[config.mk]
export PLATFORM = sky130hd
export DESIGN_NAME = game_state_controller
export DESIGN_NICKNAME = d
export VERILOG_FILES = /design/src/rtl/game_state_controller_pkg.sv /design/src/rtl/game_state_controller_btn_sync_edge.sv /design/src/rtl/game_state_controller.sv
export SDC_FILE = /design/constraint.sdc
export NUM_CORES = 1
export LEC_CHECK = 0
export CAP_MARGIN = 40
export CORE_ASPECT_RATIO = 0.9
export CORE_MARGIN = 8
export CORE_UTILIZATION = 51
export CTS_BUF_LIST = sky130_fd_sc_hd__clkbuf_2
export CTS_CLUSTER_SIZE = 24
export DETAILED_ROUTE_END_ITERATION = 7
export GPL_TIMING_DRIVEN = 1
export HOLD_SLACK_MARGIN = 0.15
export PLACE_DENSITY = 0.75
export SETUP_SLACK_MARGIN = 0.15
export SLEW_MARGIN = 20
export SYNTH_ARGS = -nofsm -noshare
export SYNTH_HDL_FRONTEND = slang
export SYNTH_SLANG_ARGS = --single-unit
[constraint.sdc]
create_clock -name clk -period 2.7 [get_ports clk]
set_input_delay 0.405 -clock clk [delete_from_list [all_inputs] [get_ports clk]]
set_output_delay 0.405 -clock clk [all_outputs]
set_load 0.05 [all_outputs]
[src/rtl/game_state_controller_pkg.sv]
// Game-state encodings shared by the controller, countdown and renderer,
// plus the countdown zero-detect helper.
package game_state_controller_pkg;

    typedef enum logic [1:0] {
        IDLE           = 2'b00,
        OPENING_SCREEN = 2'b01,
        GAME_RUNNING   = 2'b10,
        GAME_OVER      = 2'b11
    } game_state_t;

    function automatic logic digits_zero(input logic [3:0] d0, input logic [3:0] d1,
                                         input logic [3:0] d2, input logic [3:0] d3);
        return (d0 == 4'd0) && (d1 == 4'd0) && (d2 == 4'd0) && (d3 == 4'd0);
    endfunction

endpackage

[src/rtl/game_state_controller_btn_sync_edge.sv]
// Two-flop synchronizer for an asynchronous pushbutton followed by a
// registered rising-edge detector producing a one-cycle pulse.
module game_state_controller_btn_sync_edge (
    input  logic clk,
    input  logic rst,
    input  logic btn,
    output logic pulse
);

    logic       sync1_r;
    logic       sync2_r;
    logic       prev_r;
    logic [2:0] fill_r;

    // fill_r masks the edge detector until the chain holds real pin samples,
    // so a button already held at reset release is not mistaken for a press.
    always_ff @(posedge clk) begin
        if (!rst) begin
            sync1_r <= 1'b0;
            sync2_r <= 1'b0;
            prev_r  <= 1'b0;
            fill_r  <= 3'b000;
            pulse   <= 1'b0;
        end else begin
            sync1_r <= btn;
            sync2_r <= sync1_r;
            prev_r  <= sync2_r;
            fill_r  <= {fill_r[1:0], 1'b1};
            pulse   <= sync2_r & ~prev_r & fill_r[2];
        end
    end

endmodule

[src/rtl/game_state_controller.sv]
// Master game FSM: opening screen, running game, win/lose decision with
// latched remaining time, and a minimum hold on the game-over screen.
module game_state_controller
    import game_state_controller_pkg::*;
#(
    parameter int OPEN_CYCLES      = 100_000_000,
    parameter int OVER_HOLD_CYCLES = 50_000_000,
    parameter int CNT_W            = 27
) (
    input  logic       clk,
    input  logic       rst,
    input  logic       start_btn,
    input  logic       collision,
    input  logic [3:0] num0_w,
    input  logic [3:0] num1_w,
    input  logic [3:0] num2_w,
    input  logic [3:0] num3_w,
    output logic [1:0] game_state_w,
    output logic       game_won,
    output logic       game_lost,
    output logic [7:0] time_left
);

    localparam logic [CNT_W-1:0] OPEN_LAST = CNT_W'(OPEN_CYCLES - 1);
    localparam logic [CNT_W-1:0] OVER_HOLD = CNT_W'(OVER_HOLD_CYCLES);
    localparam logic [CNT_W-1:0] CNT_ONE   = CNT_W'(1);

    game_state_t      state_r;
    logic [CNT_W-1:0] cnt_r;
    logic             armed_r;
    logic             start_pulse_s;
    logic             tz_s;

    assign tz_s         = digits_zero(num0_w, num1_w, num2_w, num3_w);
    assign game_state_w = state_r;

    game_state_controller_btn_sync_edge u_start (
        .clk   (clk),
        .rst   (rst),
        .btn   (start_btn),
        .pulse (start_pulse_s)
    );

    // Game FSM; armed_r blocks a win on zeros left over from the previous game.
    always_ff @(posedge clk) begin
        if (!rst) begin
            state_r   <= IDLE;
            cnt_r     <= '0;
            armed_r   <= 1'b0;
            game_won  <= 1'b0;
            game_lost <= 1'b0;
            time_left <= 8'h00;
        end else begin
            case (state_r)
                IDLE: begin
                    game_won  <= 1'b0;
                    game_lost <= 1'b0;
                    time_left <= 8'h00;
                    if (start_pulse_s) begin
                        state_r <= OPENING_SCREEN;
                        cnt_r   <= '0;
                    end
                end
                OPENING_SCREEN: begin
                    if (cnt_r == OPEN_LAST) begin
                        state_r <= GAME_RUNNING;
                        armed_r <= 1'b0;
                    end else begin
                        cnt_r <= cnt_r + CNT_ONE;
                    end
                end
                GAME_RUNNING: begin
                    if (collision) begin
                        state_r   <= GAME_OVER;
                        cnt_r     <= '0;
                        game_lost <= 1'b1;
                        time_left <= {num1_w, num0_w};
                    end else if (armed_r && tz_s) begin
                        state_r   <= GAME_OVER;
                        cnt_r     <= '0;
                        game_won  <= 1'b1;
                        time_left <= 8'h00;
                    end else if (!tz_s) begin
                        armed_r <= 1'b1;
                    end
                end
                GAME_OVER: begin
                    if (start_pulse_s && (cnt_r == OVER_HOLD)) begin
                        state_r   <= IDLE;
                        game_won  <= 1'b0;
                        game_lost <= 1'b0;
                        time_left <= 8'h00;
                    end else if (cnt_r != OVER_HOLD) begin
                        cnt_r <= cnt_r + CNT_ONE;
                    end
                end
                default: begin
                    state_r <= IDLE;
                end
            endcase
        end
    end

endmodule

==> impl_metrics.env <==
export IMPL_drt_pass1_iterations=4
export IMPL_grt_pass1_wl_um=10100
export IMPL_drive_gt1_share_pct=10.0
export IMPL_power_density_mw_per_mm2=515
export IMPL_cts_root_buf="clkbuf_2"
export IMPL_synth_fp_nets=330
export IMPL_pin_count=32
export IMPL_io_buffers=31
export IMPL_fin_nets=365
export IMPL_ys_seq_area_share_pct=37.5
export IMPL_htree_levels=2
export IMPL_syn_avg_cell_area_sq_um=8.28
export IMPL_ys_async_sr_fraction_pct=0
export IMPL_drc_errors=0
export IMPL_p_seq_share_pct=46.8
export IMPL_min_path_type="register to register"
export IMPL_rows=24
export IMPL_rsz0062_at_grt="no"
export IMPL_clk_latency_ns=0.41
export IMPL_grt_usage_pct=16.5
export IMPL_worst_clock_skew_ns=0.00434
export IMPL_hpwl_um=4550
export IMPL_tightest_slew_ns=0.606
export IMPL_maxCapViolCount=0
export IMPL_cts_tree="done"
export IMPL_clockBufferDepth=2
export IMPL_ys_warn_count=0
export IMPL_drt_iter0_markers=159
export IMPL_hold_viol_final=0
export IMPL_crit_path_end_kind="register"
export IMPL_drv_slew=0
export IMPL_wl_per_cell_um=14.8
export IMPL_gp_congestion=0.948
export IMPL_pwr_share_comb_pct=29.0
export IMPL_synth_edff_count=0
export IMPL_viasPerCell=5.83
export IMPL_critPathArrivalTime_ns=2.68
export IMPL_fin_crit_sh_pct=87.9
export IMPL_synth_ff_type="dfxtp_1"
export IMPL_report_final_setup_viol=0
export IMPL_power_switching_w=0.000506
export IMPL_fin_total_pwr_w=0.00154
export IMPL_num_vias=2356
export IMPL_fin_setup_tns_ns=0
export IMPL_clock_sinks=47
export IMPL_synth_cell_types=51
export IMPL_clock_power_share_pct=24.2
export IMPL_cts_buffers=5
export IMPL_die_area_sq_mm=0.00742
export IMPL_p_leak_nw=1.07
export IMPL_postCtsHoldBufs=0
export IMPL_grt_ovfl_total=0
export IMPL_die_height_um=82.5
export IMPL_slew_headroom_pct=59.4
export IMPL_diodes=0
export IMPL_swShare_pct=32.9
export IMPL_path_clk_slew_ns=0.22
export IMPL_synth_cells=303
export IMPL_max_clock_freq_mhz=421
export IMPL_mostFrequentLayoutCells="46 x dfxtp_1, 32 x nand2_1, 31 x clkdlybuf4s50_1"
export IMPL_final_core_util_pct=62.2
export IMPL_internal_power_w=0.00103
export IMPL_ys_ff_latch=47
export IMPL_area_delta_synth_final_pct=19.1
export IMPL_critPathKind="register to register"
export IMPL_status="finished clean"
export IMPL_postCtsSetupRepairBufs=0
export IMPL_ir_worst_vdd_mv=0.338
export IMPL_antenna_found_initial=0
export IMPL_start_util_pct=52.2
export IMPL_design_area_sq_mm=0.00299
export IMPL_finalCriticalPeriod_ns=2.37
export IMPL_critPathRequiredTime_ns=3.01
export IMPL_start_kind="register"
export IMPL_wl_um=5990
export IMPL_synth_area_sq_mm=0.00251
export IMPL_first_global_vias=2176
export IMPL_die_w_um=89.9
export IMPL_core_sq_mm=0.00480
export IMPL_final_common_cell="dfxtp_1"
export IMPL_critPathMaxFanout=6
export IMPL_placed_area_sq_mm=0.00292
export IMPL_grt_max_degree=23
export IMPL_ant_nets=0
export IMPL_cts_resized=0
metrics by stage:
stage / cells / worst slack [ns] / hold WS (ns)
final: 404 / 0.326 / 0.464
after global routing: 404 / 0.154 / 0.482
after CTS: 404 / 0.366 / 0.468
after detailed placement: 396 / 0.0898 / 0.422
after global placement: 396 / 0.121 / 0.414
after floorplan: 303 / 0.305 / 0.412
cell type report:
cell class	instances	area, sq um
clock buffers	5	25.0
clock inverters	3	38.8
fillers	431	1820
inverters	10	37.5
multi-input cells	230	1450
flip-flops and latches	47	942
well taps	65	81.3
repair buffers	44	408
power groups by stage:
stage                     Clock [W]  Combinational (W)  Sequential [W]
after floorplan                   0           0.000268        0.000762
after global placement            0           0.000434        0.000733
after detailed placement          0           0.000443        0.000733
after CTS                  0.000380           0.000445        0.000719
after global routing       0.000415           0.000487        0.000723
final                      0.000372           0.000445        0.000719
cell families after synthesis:
logic type               synth area share, %
buffers and inverters                   4.49
adder cells (fa/ha/maj)                 3.49
flip-flops                              37.5
AND/OR/NAND/NOR                         32.5
multiplexers                            3.19
AO/OA/AOI/OAI                           18.8
state kept, by name (all words and copies together) (netlist names):
register,flops
armed_r,1
cnt_r,27
game_lost,1
game_state_w,2
game_won,1
time_left,8
u_start.fill_r,3
u_start.prev_r,1
u_start.pulse,1
u_start.sync1_r,1
u_start.sync2_r,1
routing by layer:
metal / vias up / wire length (um) / GRT usage (%)
li1: 1192 / - / -
met1: 1066 / 2880 / 20.5
met2: 86 / 2620 / 26.7
met3: 12 / 388 / 3.88
met4: 0 / 96 / 8.13
met5: - / 0 / 0
synthesized netlist by cell type, types with 2 or more instances:
library cell  count  area, sq um
nand2_1          32          120
a31oi_1           5         31.3
dfxtp_1          47          941
and2_1           11         68.8
or3_1            10         62.6
buf_1             2         7.51
and4_1            3         26.3
o21ai_1           3         15.0
or2_2             3         18.8
nand3_1          17         85.1
ha_1              7         87.6
mux2i_1           8         80.1
o21ai_0          21          105
o31ai_1           3         22.5
nand2b_1          2         12.5
nor4b_1           2         17.5
nor2_1           13         48.8
o41ai_1           4         35.0
or4_1             7         52.6
buf_2             2         10.0
and3b_1           2         17.5
o211ai_1          3         22.5
nor4_1            4         25.0
inv_1            10         37.5
clkbuf_1          9         33.8
o221a_2           2         22.5
nor3_1            3         15.0
or3b_1            4         35.0
and3_1            9         56.3
a21oi_1          27          135
nand4_1           8         50.1
worst paths after layout:
check / startpoint / endpoint / slack [ns] / depth (start not counted)
worst max-delay path: game_state_w[0] / cnt_r[24] / 0.33 / 8
worst max register to register: game_state_w[0] / cnt_r[24] / 0.33 / 8
worst min-delay path: u_start.sync1_r / u_start.sync2_r / 0.46 / 1
worst min register to register: u_start.sync1_r / u_start.sync2_r / 0.46 / 1
worst max-delay path: stages, from the launching register on:
cell	delay, ns
dfxtp_2	0.40
inv_1	0.09
ha_1	0.27
nor2b_1	0.16
a22o_1	0.20
a21oi_2	0.24
nand3_1	0.17
or2_2	0.35
o41ai_1	0.39
No activity file was read; power rests on OpenSTA's default activity.
